===== config.mk =====
export PLATFORM = sky130hd
export DESIGN_NAME = mux_scan_sel
export DESIGN_NICKNAME = d
export VERILOG_FILES = /design/src/rtl/mux_scan_sel_pkg.sv /design/src/rtl/mux_scan_sel_settle_counter.sv /design/src/rtl/mux_scan_sel.sv
export SDC_FILE = /design/constraint.sdc
export NUM_CORES = 1
export LEC_CHECK = 0
export CAP_MARGIN = 30
export CELL_PAD_IN_SITES_DETAIL_PLACEMENT = 0
export CELL_PAD_IN_SITES_GLOBAL_PLACEMENT = 1
export CORE_MARGIN = 3
export CORE_UTILIZATION = 30
export CTS_CLUSTER_SIZE = 16
export DETAILED_ROUTE_END_ITERATION = 8
export MAX_ROUTING_LAYER = met4
export PLACE_DENSITY = 0.81
export SYNTH_ARGS = -nofsm -noshare
export SYNTH_HDL_FRONTEND = slang
export SYNTH_SLANG_ARGS = --single-unit
export TNS_END_PERCENT = 100

===== constraint.sdc =====
create_clock -name clk -period 1.8 [get_ports clk]
set_input_delay 0.45 -clock clk [delete_from_list [all_inputs] [get_ports clk]]
set_output_delay 0.45 -clock clk [all_outputs]
set_load 0.005 [all_outputs]

===== src/rtl/mux_scan_sel_pkg.sv =====
// Shared types for the delay-PUF path selector: FSM states and mode encoding.
package mux_scan_pkg;

  typedef enum logic [1:0] {
    IDLE   = 2'd0,
    SETTLE = 2'd1,
    VALID  = 2'd2
  } state_t;

  localparam logic MODE_MANUAL = 1'b0;
  localparam logic MODE_SCAN   = 1'b1;

endpackage


===== src/rtl/mux_scan_sel_settle_counter.sv =====
// Up/down counter with clear, load and terminal-count flag; shared with the arbiter stage.
module settle_counter #(
  parameter int W      = 3,
  parameter bit UP     = 1'b1,
  parameter int TC_VAL = 3
) (
  input  logic         clk,
  input  logic         rst_n,
  input  logic         clr,
  input  logic         load,
  input  logic         en,
  input  logic [W-1:0] load_val,
  output logic         tc
);

  localparam logic [W-1:0] TC_L = W'(TC_VAL);

  logic [W-1:0] cnt;

  always_ff @(posedge clk or negedge rst_n) begin
    if (!rst_n)    cnt <= '0;
    else if (clr)  cnt <= '0;
    else if (load) cnt <= load_val;
    else if (en)   cnt <= UP ? cnt + 1'b1 : cnt - 1'b1;
  end

  assign tc = (cnt == TC_L);

endmodule


===== src/rtl/mux_scan_sel.sv =====
// Registered N:1 path selector with settle window, valid/ack handshake and auto-scan.
module mux_scan_sel
  import mux_scan_pkg::*;
#(
  parameter  int N_IN       = 16,
  parameter  int SETTLE_CYC = 4,
  localparam int SEL_W      = $clog2(N_IN)
) (
  input  logic             clk,
  input  logic             rst_n,
  input  logic [N_IN-1:0]  in,
  input  logic             mode,
  input  logic [SEL_W-1:0] sel_in,
  input  logic             sel_load,
  input  logic             start,
  input  logic             ack,
  input  logic             abort,
  output logic             out,
  output logic [SEL_W-1:0] sel_cur,
  output logic             valid,
  output logic             busy,
  output logic             done,
  output logic             sel_err
);

  localparam int               CNT_W   = $clog2(SETTLE_CYC + 1);
  localparam logic [SEL_W-1:0] SEL_MAX = SEL_W'(N_IN - 1);

  state_t           state, state_n;
  logic [SEL_W-1:0] sel_n;
  logic             mode_q, mode_n;
  logic             restart, done_n, err_n, cnt_tc, sel_ok;

  assign sel_ok = (int'(sel_in) < N_IN);

  // Counter restarts on every entry into SETTLE and is held at zero outside it.
  settle_counter #(.W(CNT_W), .UP(1'b1), .TC_VAL(SETTLE_CYC - 1)) u_settle (
    .clk      (clk),
    .rst_n    (rst_n),
    .clr      (restart || (state_n != SETTLE)),
    .load     (1'b0),
    .en       (state == SETTLE),
    .load_val ('0),
    .tc       (cnt_tc)
  );

  always_comb begin
    state_n = state;
    sel_n   = sel_cur;
    mode_n  = mode_q;
    restart = 1'b0;
    done_n  = 1'b0;
    err_n   = 1'b0;
    if (abort) begin
      state_n = IDLE;
    end else begin
      case (state)
        IDLE: begin
          if (mode == MODE_SCAN) begin
            if (start) begin
              sel_n   = '0;
              mode_n  = MODE_SCAN;
              restart = 1'b1;
              state_n = SETTLE;
            end
          end else if (sel_load) begin
            if (sel_ok) begin
              sel_n   = sel_in;
              mode_n  = MODE_MANUAL;
              restart = 1'b1;
              state_n = SETTLE;
            end else begin
              err_n = 1'b1;
            end
          end
        end
        SETTLE: begin
          if (mode_q == MODE_MANUAL && sel_load && sel_ok) begin
            sel_n   = sel_in;
            restart = 1'b1;
          end else begin
            err_n = (mode_q == MODE_MANUAL) && sel_load;
            if (cnt_tc) state_n = VALID;
          end
        end
        VALID: begin
          if (mode_q == MODE_SCAN) begin
            if (ack) begin
              if (sel_cur == SEL_MAX) begin
                done_n  = 1'b1;
                state_n = IDLE;
              end else begin
                sel_n   = sel_cur + 1'b1;
                restart = 1'b1;
                state_n = SETTLE;
              end
            end
          end else if (sel_load) begin
            if (sel_ok) begin
              sel_n   = sel_in;
              restart = 1'b1;
              state_n = SETTLE;
            end else begin
              err_n = 1'b1;
            end
          end
        end
        default: state_n = IDLE;
      endcase
    end
  end

  always_ff @(posedge clk or negedge rst_n) begin
    if (!rst_n) begin
      state   <= IDLE;
      sel_cur <= '0;
      mode_q  <= MODE_MANUAL;
      out     <= 1'b0;
      done    <= 1'b0;
      sel_err <= 1'b0;
    end else begin
      state   <= state_n;
      sel_cur <= sel_n;
      mode_q  <= mode_n;
      out     <= in[sel_cur];
      done    <= done_n;
      sel_err <= err_n;
    end
  end

  assign valid = (state == VALID);
  assign busy  = (state != IDLE);

endmodule


Word level (Yosys, flattened, before mapping)
Index checks and enable logic that the tools add are counted.
{"block": "classes", "n_addsub": 2, "magnitude_cmp": 1, "eq_ne": 10, "muxes": 39, "bitwise": 2, "reduce_logical": 9}
{"op": "$mux W4", "count": 7}
{"op": "$mux W1", "count": 18}
{"op": "$mux W2", "count": 8}
{"op": "$pmux W4 S3", "count": 1}
{"op": "$ne A3 B3 Y1 const B", "count": 3}
{"op": "$mux W3", "count": 2}
{"op": "$pmux W2 S3", "count": 1}
{"op": "$reduce_and A6 Y1", "count": 1}
{"op": "$reduce_bool A2 Y1", "count": 3}
{"op": "$lt A4 B5 Y1 const B", "count": 1}
{"op": "$add A4 B1 Y4 const B", "count": 1}
{"op": "$bmux W1 S4", "count": 1}
{"op": "$eq A4 B4 Y1 const B", "count": 1}
{"op": "$ne A2 B1 Y1 const B", "count": 2}
{"op": "$reduce_and A4 Y1", "count": 1}
{"op": "$add A3 B1 Y3 const B", "count": 1}
{"op": "$eq A3 B2 Y1 const B", "count": 1}
{"op": "$pmux W1 S3", "count": 1}
{"op": "$reduce_bool A3 Y1", "count": 1}
{"op": "$eq A2 B1 Y1 const B", "count": 1}
{"op": "$eq A2 B2 Y1 const B", "count": 1}
{"op": "$logic_not A2 Y1", "count": 1}
{"op": "$ne A2 B2 Y1 const B", "count": 1}
{"op": "$not A1 Y1", "count": 2}
{"op": "2 further kinds", "count": 2}
{"block": "totals", "regBits": 12, "in_bits": 27, "output_inout_bits": 9}

Depth between registers and ports, before layout
{"block": "depth", "word_depth": 9, "mapped_depth": 7, "mapped_depth_nobuf": 7}

Modules after synthesis
Synthesis repeated with hierarchy kept, for this count alone.
{"block": "hier_totals", "cells_unflattened": 116, "hier_area_um2": 1144.8}
{"module": "mux_scan_sel", "n_inst": 1, "cells_each": 99, "area_per_inst_um2": 947.2, "seq_area_each_um2": 225.2}
{"module": "settle_counter", "n_inst": 1, "cells_each": 17, "area_per_inst_um2": 197.7, "seq_area_each_um2": 75.1}

Least setup slack after synthesis
OpenSTA, ideal clock, no wires.
{"block": "synth_timing", "path_kind": "reg-to-reg", "start": "register state[0]", "end": "register sel_cur[0]", "setup_ns": 0.121, "arrival_time_ns": 1.675, "setup_slack_ns": 0.004, "stages_incl_launch_ff": 8, "n_path_buf": 1, "synth_period_minus_slack_ns": 1.796, "path_cell_list": "dfrtp_1 -> inv_1 -> ha_1 -> clkbuf_1 -> nor2_1 -> a21o_1 -> a32o_1 -> a22o_2"}
{"block": "synth_between", "elab_chain_len": 3}
{"element": "start: declaration", "line": "mux_scan_sel.sv:29", "source": "state_t state, state_n;"}
{"element": "start signal: assignment", "line": "mux_scan_sel.sv:122", "source": "state <= state_n;"}
{"element": "$eq A2 B2 Y1 (tied with other cells)", "line": "mux_scan_sel.sv:57", "source": "case (state)"}
{"element": "$ne A3 B3 Y1 (no line) (tied with other cells)"}
{"element": "$reduce_and A6 Y1 (no line)"}
{"element": "end signal: assignment", "line": "mux_scan_sel.sv:123", "source": "sel_cur <= sel_n;"}
{"element": "end: declaration", "line": "mux_scan_sel.sv:19", "source": "output logic [SEL_W-1:0] sel_cur,"}
Parallel ways exist; a longest one is shown, timed or not.
A chain may end at the register's enable or synchronous reset.

Final worst setup path
{"block": "layout_timing", "start": "register sel_cur[1]", "end": "output sel_cur[1]"}
No word-level cell between the ends.

==> out/summary.txt <==
Adder-cell share of the synthesized area: 0.0833
Type of the most critical hold path: primary input to asynchronous set/reset pin
Number of nets still failing antenna checks after routing: 0
Cell leakage power: 0.733 nW
Result of the run: finished, final reports clean
Final critical-path setup slack: 65.4 ps
Portion of netlist area occupied by mux cells: 0.180
Post-synth EDFFs: 0
Post-synthesis sequential area ratio: 0.286
Clock input transition at the sequential cells of the worst setup and hold paths: 80 ps
Fraction of the mapped netlist area in compound gates: 0.204
CTS Sinks: 12
Clock latency reported for the late side of the worst-skew pair: 270 ps
DIE HEIGHT: 65.2 um
Unrepaired setup endpoints after global routing: yes
Met3 usage: 0.00684
Post-synthesis async set-or-reset flop share: 1.00
Max-slew violation count: 0
Horiz. Die Dim: 65.2 um
Number of antenna violations at the first check in global routing: 0
Ports: 36
Post-placement cell area: 0.00155 mm^2
Post-route fraction of the period consumed by the critical path: 0.964
Antenna fix cells: 0
Final worst clock skew: 4.72 ps
Input/output buffers: 34
Cell with the most instances after synthesis: sky130_fd_sc_hd__dfrtp_1
Simple-gate share of the synthesized area: 0.163
Warning count from the yosys run: 0
Final instance count without filler cells: 208
First DRT Iteration DRCs: 42
Post-synth top area share: 0.286
Max-cap violations: 0
Core region area: 0.00320 mm^2
Worst setup path category: register to primary output
Fraction of layout cells with a size suffix above 1: 0.323
Biggest area consumer among synthesized cells: sky130_fd_sc_hd__dfrtp_1
Vias in the first global route: 1112
Post-layout nets: 199
Number of optimization iterations in the first detailed-route pass: 4
Highest clock frequency the design can meet: 0.576 GHz
Predominant post-synthesis flop cell: sky130_fd_sc_hd__dfrtp_1
GR Layer Usage met1: 0.202
Met2 layer usage reported by global route: 0.244
Data required time at the worst endpoint: 1350 ps
Largest net degree at the start of global routing: 13
Post-synthesis cell area: 0.00105 mm^2
Area contributors post-synth: sky130_fd_sc_hd__dfrtp_1 (29%), sky130_fd_sc_hd__mux4_1 (10%), sky130_fd_sc_hd__ha_1 (8.3%)
Syn-to-layout area delta: 67.4%
Leading cell types by count after synthesis: sky130_fd_sc_hd__dfrtp_1 (12), sky130_fd_sc_hd__a21oi_1 (8), sky130_fd_sc_hd__ha_1 (7), sky130_fd_sc_hd__nand2_1 (7), sky130_fd_sc_hd__o21ai_0 (6)
Number of buffers added by the clock tree synthesis step: 3
Arrival time at the worst endpoint: 1280 ps
First-pass GRT wire length: 4980 um
Starting density of the core: 0.328
Highest-utilization routing layer at the global route stage: met2
TritonCTS clock tree: done
Worst supply voltage drop on vdd: 215 uV
Total number of H-tree levels: 1
R2R depth: 7
Routed WL: 3150 um
Overall die area: 0.00425 mm^2
Global placer's final weighted congestion: 0.861
Total number of placement rows: 20
Vias post-DR: 1074
Number of vias per cell: 5.16
Synthesized area per cell: 9.73 um^2
Final hold vios: 0
DR DRC count: 0
Transition at the pin with the smallest max-transition slack: 553 ps
Worst setup SP type: register
Worst rel slew slack: 0.630
Routed len/inst: 15.1 um
Post-placement worst setup slack: -263 ps
Post-layout instance area: 0.00176 mm^2
Total global routing track utilization: 0.149
Power per Cell Area: 636 mW/mm^2
Overall overflow remaining after global route: 0
Clock tree root driver cell: sky130_fd_sc_hd__clkbuf_4
Instance count of the mapped netlist: 108
Final HPWL from detailed placement: 2390 um
Setup-failing EPs final: 0
Fin crit period: 1730 ps
CTS max path bufs: 2
Critical Path Sink Type: primary output
Dominant combinational cell family by area after synthesis: compound AO/OA/AOI/OAI gates
Post-synthesis net count: 142
Cell Count Post-Placement: 198
Xor and xnor fraction of the mapped netlist area: 0.0250
Crit Path Max Fanout: 7
Number of unique standard cell types used by synthesis: 43
Register bit count reported by yosys: 12
## worst paths after layout
check / from / to / slack [ps]
setup / recovery: sel_cur[1] / sel_cur[1] / 70
hold / removal: rst_n / sel_cur[3] / 540
setup reg to reg: state[0] / sel_cur[1] / 70
hold reg to reg: u_settle.cnt[0] / u_settle.cnt[0] / 590
max in group asynchronous: rst_n / sel_cur[0] / 870
min in group clk: u_settle.cnt[0] / u_settle.cnt[0] / 590
## logic make-up after synthesis
group           after synthesis
buf+inv                      12
compound gates               32
xor+xnor                      3
other cells                   1
mux                          11
fa+ha+maj                     7
flops                        12
simple gates                 30
## critical path: stages (launching register included)
cell and delay [ps]:
sky130_fd_sc_hd__dfrtp_1 380, sky130_fd_sc_hd__buf_6 140, sky130_fd_sc_hd__clkdlybuf4s50_1 500
## through the flow
step	utilization	TNS, ps	total power, W	hold WS (ps)
after floorplan	-	0	0.000604	154
after global placement	0.484	-1460	0.000820	552
after detailed placement	0.484	-1800	0.000832	570
after CTS	0.508	-63.1	0.00106	551
after global routing	0.549	-16.0	0.00118	576
final	0.549	0	0.00112	536
## power breakdown
group | leakage, nW | switching, W | total [W] | internal, W
combinational | 0.558 | 0.000205 | 0.000528 | 0.000322
sequential | 0.154 | 0.0000638 | 0.000377 | 0.000313
clock | 0.0210 | 0.0000913 | 0.000214 | 0.000123
total | 0.733 | 0.000360 | 0.00112 | 0.000758
## repair_timing
| action | CTS | global route |
|---|---|---|
| hold buffers | 0 | 0 |
| gates resized for setup | 12 | 25 |
| setup buffers | 2 | 4 |
| pin swaps | 2 | 6 |
| endpoints found under the setup margin | 6 | 9 |
## registers in the layout, indices dropped and copies added (netlist names)
| name | count |
|---|---|
| done | 1 |
| mode_q | 1 |
| out | 1 |
| sel_cur | 4 |
| state | 2 |
| u_settle.cnt | 3 |
## cell usage in the layout (no fill, tap or decap), types with 3 or more instances in the layout
cell type / instances
sky130_fd_sc_hd__ha_1: 3
sky130_fd_sc_hd__mux2i_1: 5
sky130_fd_sc_hd__nor2_1: 4
sky130_fd_sc_hd__clkbuf_4: 3
sky130_fd_sc_hd__nor3_1: 3
sky130_fd_sc_hd__nand2_1: 6
sky130_fd_sc_hd__clkdlybuf4s50_1: 31
sky130_fd_sc_hd__buf_6: 5
sky130_fd_sc_hd__a21oi_1: 7
sky130_fd_sc_hd__buf_4: 20
sky130_fd_sc_hd__dfrtp_1: 9
sky130_fd_sc_hd__mux4_1: 4
sky130_fd_sc_hd__o21ai_0: 4
sky130_fd_sc_hd__a32o_1: 3
sky130_fd_sc_hd__dfrtp_2: 3
sky130_fd_sc_hd__ha_4: 4
## per-layer routing
metal | share of wire | vias up
met5 | 0 | -
met4 | 0.013 | 0
met3 | 0.040 | 4
met2 | 0.51 | 36
met1 | 0.44 | 513
li1 | - | 521
## area by class of cell
| type | instances | area (um^2) |
|---|---|---|
| Multi-Input combinational cell | 84 | 795 |
| Fill cell | 294 | 1440 |
| Tap cell | 44 | 55.1 |
| Timing Repair Buffer | 59 | 548 |
| Clock buffer | 4 | 36.3 |
| Inverter | 5 | 21.3 |
| Sequential cell | 12 | 304 |
Power figures use the tool's default switching activity.
